===== config.mk =====
export PLATFORM = sky130hd
export DESIGN_NAME = stack_ext_flat
export DESIGN_NICKNAME = d
export VERILOG_FILES = /design/src/rtl/stack_pkg.sv /design/src/rtl/stack_ext_if.sv /design/src/rtl/stack_ram.sv /design/src/rtl/stack_ext.sv /design/src/flat_wrapper.sv
export SDC_FILE = /design/constraint.sdc
export NUM_CORES = 1
export LEC_CHECK = 0
export ABC_CLOCK_PERIOD_IN_PS = 2900
export BUFFER_PORTS_ARGS = -buffer_cell sky130_fd_sc_hd__buf_4
export CAP_MARGIN = 40
export CORE_MARGIN = 3
export CORE_UTILIZATION = 35
export CTS_BUF_LIST = sky130_fd_sc_hd__clkbuf_8
export DETAILED_ROUTE_END_ITERATION = 7
export HOLD_SLACK_MARGIN = 0.1
export SKIP_CTS_REPAIR_TIMING = 1
export SLEW_MARGIN = 10
export SYNTH_ARGS = -nofsm -noshare
export SYNTH_HDL_FRONTEND = slang
export SYNTH_SLANG_ARGS = --single-unit

===== constraint.sdc =====
create_clock -name in_clk -period 2.9 [get_ports in_clk]
set_input_delay 0.145 -clock in_clk [delete_from_list [all_inputs] [get_ports in_clk]]
set_output_delay 0.145 -clock in_clk [all_outputs]
set_load 0.02 [all_outputs]

===== src/rtl/stack_pkg.sv =====
`default_nettype none
// +----------------------------------------------------------------------+
// | Module   : stack_pkg                                                 |
// | Purpose  : Shared command and state encodings for the stack_ext LIFO |
// |            and its bus interface.                                    |
// | Contents : t_stack_cmd   - 2-bit command (nop/push/pop/replace)      |
// |            t_stack_state - controller state                          |
// | Revision : 1.0 - initial release                                     |
// +----------------------------------------------------------------------+
package stack_pkg;

   typedef enum logic [1:0] {
      CmdNop     = 2'b00,
      CmdPush    = 2'b01,
      CmdPop     = 2'b10,
      CmdReplace = 2'b11
   } t_stack_cmd;

   typedef enum logic [1:0] {
      WaitCommand = 2'b00,
      Push        = 2'b01,
      Pop         = 2'b10,
      Replace     = 2'b11
   } t_stack_state;

endpackage : stack_pkg
`default_nettype wire


===== src/rtl/stack_ext_if.sv =====
`default_nettype none
// +----------------------------------------------------------------------+
// | Module   : stack_ext_if                                              |
// | Purpose  : Command/status bundle between a controller and stack_ext. |
// | Signals  : in_cmd, in_data            controller -> stack            |
// |            out_top, out_count, out_empty, out_full, out_ready,       |
// |            out_err                    stack -> controller            |
// | Modports : master (controller side), slave (stack side)              |
// | Revision : 1.0 - initial release                                     |
// +----------------------------------------------------------------------+
interface stack_ext_if
   import stack_pkg::*;
#(
   parameter int ADDR_BITS = 3,
   parameter int WORD_BITS = 8
);

   t_stack_cmd             in_cmd;
   logic [WORD_BITS-1:0]   in_data;
   logic [WORD_BITS-1:0]   out_top;
   logic [ADDR_BITS:0]     out_count;
   logic                   out_empty;
   logic                   out_full;
   logic                   out_ready;
   logic                   out_err;

   modport master (
      output in_cmd, in_data,
      input  out_top, out_count, out_empty, out_full, out_ready, out_err
   );

   modport slave (
      input  in_cmd, in_data,
      output out_top, out_count, out_empty, out_full, out_ready, out_err
   );

endinterface : stack_ext_if
`default_nettype wire


===== src/rtl/stack_ram.sv =====
`default_nettype none
// +----------------------------------------------------------------------+
// | Module   : stack_ram                                                 |
// | Purpose  : Storage array for stack_ext. One synchronous write port,  |
// |            one asynchronous read port. Contents are not reset.       |
// | Ports    : in_clk   - clock, rising edge                             |
// |            in_we    - write enable                                   |
// |            in_waddr - write address                                  |
// |            in_wdata - write data                                     |
// |            in_raddr - read address                                   |
// |            out_rdata- read data (combinational)                      |
// | Revision : 1.0 - initial release                                     |
// +----------------------------------------------------------------------+
module stack_ram #(
   parameter int ADDR_BITS = 3,
   parameter int WORD_BITS = 8
) (
   input  wire logic                 in_clk,
   input  wire logic                 in_we,
   input  wire logic [ADDR_BITS-1:0] in_waddr,
   input  wire logic [WORD_BITS-1:0] in_wdata,
   input  wire logic [ADDR_BITS-1:0] in_raddr,
   output logic      [WORD_BITS-1:0] out_rdata
);

   localparam int C_NUM_WORDS = 2 ** ADDR_BITS;

   logic [WORD_BITS-1:0] mem_q [C_NUM_WORDS];

   always_ff @(posedge in_clk) begin
      if (in_we) begin
         mem_q[in_waddr] <= in_wdata;
      end
   end

   assign out_rdata = mem_q[in_raddr];

endmodule : stack_ram
`default_nettype wire


===== src/rtl/stack_ext.sv =====
`default_nettype none
// +----------------------------------------------------------------------+
// | Module   : stack_ext                                                 |
// | Purpose  : LIFO stack with push / pop / replace-top, occupancy count,|
// |            full/empty flags and rejection of over/underflowing       |
// |            commands. One command accepted per two clock cycles.      |
// | Ports    : in_clk   - clock, rising edge                             |
// |            in_rst_n - asynchronous active-low reset                  |
// |            bus      - stack_ext_if.slave (command in, status out)    |
// | Options  : STACK_ERR_EN - when defined, a rejected command sets the  |
// |            sticky out_err flag; otherwise out_err is tied to 0.      |
// | Revision : 1.0 - initial release                                     |
// +----------------------------------------------------------------------+
module stack_ext
   import stack_pkg::*;
#(
   parameter int ADDR_BITS = 3,
   parameter int WORD_BITS = 8
) (
   input  wire logic    in_clk,
   input  wire logic    in_rst_n,
   stack_ext_if.slave   bus
);

   localparam int                 C_NUM_WORDS  = 2 ** ADDR_BITS;
   localparam logic [ADDR_BITS:0] C_FULL_COUNT = (ADDR_BITS + 1)'(C_NUM_WORDS);

   t_stack_state          state_q, state_d;
   logic [ADDR_BITS-1:0]  sp_q,    sp_d;
   logic [ADDR_BITS:0]    count_q, count_d;
   logic [WORD_BITS-1:0]  data_q,  data_d;
   logic                  ready_q, ready_d;

   logic                  w_empty;
   logic                  w_full;
   logic                  w_we;
   logic [ADDR_BITS-1:0]  w_waddr;
   logic [WORD_BITS-1:0]  w_rdata;

   assign w_empty = (count_q == '0);
   assign w_full  = (count_q == C_FULL_COUNT);

   stack_ram #(
      .ADDR_BITS (ADDR_BITS),
      .WORD_BITS (WORD_BITS)
   ) u_ram (
      .in_clk    (in_clk),
      .in_we     (w_we),
      .in_waddr  (w_waddr),
      .in_wdata  (data_q),
      .in_raddr  (sp_q),
      .out_rdata (w_rdata)
   );

   always_comb begin
      state_d = state_q;
      sp_d    = sp_q;
      count_d = count_q;
      data_d  = data_q;
      w_we    = 1'b0;
      w_waddr = sp_q;
      unique case (state_q)
         WaitCommand: begin
            // Rejected commands simply fall through and stay here.
            case (bus.in_cmd)
               CmdPush: if (!w_full) begin
                  state_d = Push;
                  data_d  = bus.in_data;
               end
               CmdPop: if (!w_empty) begin
                  state_d = Pop;
               end
               CmdReplace: if (!w_empty) begin
                  state_d = Replace;
                  data_d  = bus.in_data;
               end
               default: ;
            endcase
         end
         Push: begin
            // Stack grows downward; sp wraps so the first push lands at the top address.
            w_we    = 1'b1;
            w_waddr = sp_q - 1'b1;
            sp_d    = sp_q - 1'b1;
            count_d = count_q + 1'b1;
            state_d = WaitCommand;
         end
         Pop: begin
            sp_d    = sp_q + 1'b1;
            count_d = count_q - 1'b1;
            state_d = WaitCommand;
         end
         Replace: begin
            w_we    = 1'b1;
            state_d = WaitCommand;
         end
         default: state_d = WaitCommand;
      endcase
      ready_d = (state_d == WaitCommand);
   end

   always_ff @(posedge in_clk or negedge in_rst_n) begin
      if (!in_rst_n) begin
         state_q <= WaitCommand;
         sp_q    <= '0;
         count_q <= '0;
         data_q  <= '0;
         ready_q <= 1'b1;
      end else begin
         state_q <= state_d;
         sp_q    <= sp_d;
         count_q <= count_d;
         data_q  <= data_d;
         ready_q <= ready_d;
      end
   end

`ifdef STACK_ERR_EN
   logic w_illegal;
   logic err_q, err_d;

   assign w_illegal = (state_q == WaitCommand) &&
                      (((bus.in_cmd == CmdPush) && w_full) ||
                       (((bus.in_cmd == CmdPop) || (bus.in_cmd == CmdReplace)) && w_empty));

   always_comb begin
      err_d = err_q | w_illegal;
   end

   always_ff @(posedge in_clk or negedge in_rst_n) begin
      if (!in_rst_n) begin
         err_q <= 1'b0;
      end else begin
         err_q <= err_d;
      end
   end

   assign bus.out_err = err_q;
`else
   assign bus.out_err = 1'b0;
`endif

   // Memory is not reset, so mask the read while nothing is stored.
   assign bus.out_top   = w_empty ? '0 : w_rdata;
   assign bus.out_count = count_q;
   assign bus.out_empty = w_empty;
   assign bus.out_full  = w_full;
   assign bus.out_ready = ready_q;

endmodule : stack_ext
`default_nettype wire


===== src/flat_wrapper.sv =====
// flat-port wrapper written by rule: the top's interface ports become plain ports
module stack_ext_flat import stack_pkg::*;
#(
   parameter int ADDR_BITS = 3,
   parameter int WORD_BITS = 8
)
  (in_clk, in_rst_n, bus_in_cmd, bus_in_data, bus_out_top, bus_out_count, bus_out_empty, bus_out_full, bus_out_ready, bus_out_err);
  stack_ext_if #(.ADDR_BITS(ADDR_BITS), .WORD_BITS(WORD_BITS)) bus_i ();
  input  wire logic in_clk;
  input  wire logic in_rst_n;
  input wire logic [$bits(bus_i.in_cmd)-1:0] bus_in_cmd;
  input wire logic [$bits(bus_i.in_data)-1:0] bus_in_data;
  output wire logic [$bits(bus_i.out_top)-1:0] bus_out_top;
  output wire logic [$bits(bus_i.out_count)-1:0] bus_out_count;
  output wire logic [$bits(bus_i.out_empty)-1:0] bus_out_empty;
  output wire logic [$bits(bus_i.out_full)-1:0] bus_out_full;
  output wire logic [$bits(bus_i.out_ready)-1:0] bus_out_ready;
  output wire logic [$bits(bus_i.out_err)-1:0] bus_out_err;
  assign bus_i.in_cmd = bus_in_cmd;
  assign bus_i.in_data = bus_in_data;
  assign bus_out_top = bus_i.out_top;
  assign bus_out_count = bus_i.out_count;
  assign bus_out_empty = bus_i.out_empty;
  assign bus_out_full = bus_i.out_full;
  assign bus_out_ready = bus_i.out_ready;
  assign bus_out_err = bus_i.out_err;
  stack_ext #(.ADDR_BITS(ADDR_BITS), .WORD_BITS(WORD_BITS)) u_core (.in_clk(in_clk), .in_rst_n(in_rst_n), .bus(bus_i));
endmodule

==> impl_metrics.env <==
export IMPL_rows=36
export IMPL_hold_start="bus_in_cmd[0]"
export IMPL_startpoint_type="flip-flop"
export IMPL_post_synth_top_area_fraction_pct=54.41
export IMPL_syn_inst=206
export IMPL_start_util_pct=36.14
export IMPL_holdPathStages=3
export IMPL_post_route_min_period_ps=2264
export IMPL_grt_pass1_wl_um=10980
export IMPL_core_area_mm2=0.009774
export IMPL_power_density_mw_per_mm2=1125
export IMPL_die_x_um=106.5
export IMPL_critPathSlowestCell="or4_4"
export IMPL_netlist_top_cells_area="edfxtp_1 (54%), dfrtp_1 (12%), mux4_2 (10%), ha_1 (3.2%), mux2_2 (2.9%)"
export IMPL_cp_end_kind="output pin"
export IMPL_cp_required_ps=2760
export IMPL_drt_vias_per_instance=4.926
export IMPL_relSlewSlack_pct=64.67
export IMPL_min_to="u_core.state_q[1]"
export IMPL_synthMostInstantiatedCell="edfxtp_1"
export IMPL_hpwl_um=4610
export IMPL_die_h_um=106.5
export IMPL_diodes=0
export IMPL_wl_per_cell_um=17.23
export IMPL_yosys_area_top_type="edfxtp_1"
export IMPL_final_area_mm2=0.004202
export IMPL_slowest_delay_ps=580
export IMPL_hp_class="primary input to flip-flop"
export IMPL_rrSetupSlack_ps=830
export IMPL_worstMarginPinSlew_ps=529.9
export IMPL_min_period_over_period_pct=78.07
export IMPL_drt_total_wl_um=6770
export IMPL_clk_pin_slew_ps=90
export IMPL_finalClockSkew_ps=12.32
export IMPL_synth_edf_count=64
export IMPL_cts_buffers=9
export IMPL_place_ws_ps=843.0
export IMPL_grt_overflow_total=0
export IMPL_peakVddDrop_uv=497.7
export IMPL_cap_viol_max_count=0
export IMPL_synth_main_ff_cell="edfxtp_1"
export IMPL_ant_nets=0
export IMPL_timing_final_ws_setup_ps=635.8
export IMPL_clock_latency_ps=350
export IMPL_placed_cell_area_mm2=0.003923
export IMPL_worstPathArrival_ps=2120
export IMPL_gp_congestion=0.7232
export IMPL_r2r_cells=6
export IMPL_h_tree_depth=3
export IMPL_grt_pass1_vias=2007
export IMPL_cp_num_buf_inv=2
export IMPL_clkSinkCount=82
export IMPL_first_iter_violations=88
export IMPL_p_leak_nw=1.544
export IMPL_fmax_mhz=441.7
export IMPL_crit_fanout=8
export IMPL_path_delay_family="simple AND/OR/NAND/NOR gates"
export IMPL_cts_buffer_depth=2
export IMPL_area_delta_synth_final_pct=18.95
export IMPL_synth_common_cells="edfxtp_1 (64), dfrtp_1 (17), mux4_2 (16)"
export IMPL_outcome="completed"
export IMPL_setup_violations=0
export IMPL_rsz0062_at_grt="no"
export IMPL_r2r_end="u_core.bus.out_count[3]"
export IMPL_synth_cell_types=44
export IMPL_synth_seq_cells=82
export IMPL_crit_type="flip-flop to output pin"
export IMPL_root_buffer="clkbuf_8"
export IMPL_hold_viol=0
export IMPL_grt_antenna_before_repair=0
export IMPL_n_fill_cell=918
export IMPL_track_usage_pct=12.97
export IMPL_yosysWarnings=0
export IMPL_dr_pass1_iters=4
export IMPL_multi_input_area_mm2=0.001067
export IMPL_syn_nets=228
export IMPL_numPortBuffers=26
export IMPL_async_flop_share_pct=21.95
export IMPL_crit_path_cell_trace="or4_4 > inv_1 > nor2_2 > a22o_2 > buf_4"
export IMPL_fin_nets=277
export IMPL_ys_seq_area_share_pct=67.20
export IMPL_vias=1936
export IMPL_cts_tree="yes"
export IMPL_ios=28
export IMPL_regArea_mm2=0.002374
export IMPL_route_detailed_drc=0
export IMPL_layout_drive_gt1_share_pct=32.31
export IMPL_synth_area_mm2=0.003532
export IMPL_finalSetupTns_ps=0
export IMPL_die_area_mm2=0.01133
export IMPL_drv_slew=0
export IMPL_grt_max_degree=20
export IMPL_reg2reg_from="u_core.state_q[0]"
export IMPL_syn_mean_instance_area_um2=17.15
worst reg2reg max path: cells and delay by family (launching register included):
family                   cells  cell delay [ps]
buffers and inverters        1              130
AO/OA/AOI/OAI                2              410
adder cells (fa/ha/maj)      2              800
flip-flops                   1              440
AND/OR/NAND/NOR              1              160
cell usage in the layout (no fill, tap or decap), drive strengths merged, types with 3 or more instances in the layout:
cell         instances
a22o                 8
dlygate4sd3         10
edfxtp              64
xnor2                3
buf                 37
nand3b               3
inv                 13
a21oi                6
mux4                16
mux2                 9
a31oi                4
clkbuf               9
nor2                11
xor2                 5
ha                   9
clkinvlp             3
nand2                5
dfrtp               17
flip-flops by register name, summed over array words and instances, names as in the netlist:
name / count
u_core.data_q: 8
u_core.bus.out_count: 4
u_core.sp_q: 3
u_core.state_q: 2
u_core.bus.out_ready: 1
u_core.u_ram.mem_q: 64
logic make-up after synthesis:
family          Yosys count  share of synthesized area, %
compound gates           27                         5.703
xor+xnor                  8                         1.984
fa+ha+maj                10                         3.755
buf+inv                  19                         2.586
flops                    82                         67.20
mux                      27                         13.64
other cells               1                        0.1062
simple gates             32                         5.031
where the power goes:
| part | leakage, nW | internal, mW | switching (mW) |
|---|---|---|---|
| Sequential | 0.792 | 1.74 | 0.269 |
| Combinational | 0.667 | 0.937 | 1.04 |
| Clock | 0.0852 | 0.318 | 0.427 |
per-stage QoR:
step | hold slack [ps] | util [%] | power, mW | instances
after floorplan | -150.6 | - | 3.371 | 206
after global placement | 35.38 | 40.13 | 4.004 | 367
after detailed placement | 37.04 | 40.13 | 4.053 | 367
after CTS | -352.7 | 41.96 | 4.803 | 383
after global routing | 128.7 | 42.99 | 5.069 | 393
final | 104.0 | 42.99 | 4.729 | 393
how the worst max path moves through the flow:
stage               slack, ps                        to                     from  cells past startpoint
global route              540            bus_out_top[6]  u_core.bus.out_count[1]                      5
floorplan                 730  u_core.u_ram.mem_q[7][0]           u_core.sp_q[1]                      7
global placement          860   u_core.bus.out_count[3]        u_core.state_q[0]                      6
finish                    640            bus_out_top[6]  u_core.bus.out_count[0]                      5
CTS                       610            bus_out_top[6]  u_core.bus.out_count[0]                      5
detailed placement        840   u_core.bus.out_count[3]        u_core.state_q[0]                      6
layout make-up:
class | count | share of cell area [%]
Tap cell | 133 | 3.961
Clock inverter | 7 | 1.310
Clock buffer | 9 | 2.948
Inverter | 10 | 0.8934
Timing Repair Buffer | 47 | 8.993
Sequential cell | 82 | 56.49
Multi-Input combinational cell | 105 | 25.40
layer usage:
| layer | track usage (%) | vias up | part of all wire, % |
|---|---|---|---|
| met5 | 0 | - | 0 |
| met4 | 4.384 | 0 | 1.3 |
| met3 | 3.339 | 10 | 3.7 |
| met2 | 20.68 | 38 | 51 |
| met1 | 17.36 | 994 | 44 |
| li1 | - | 894 | - |
(Power assumes the default switching activity.)
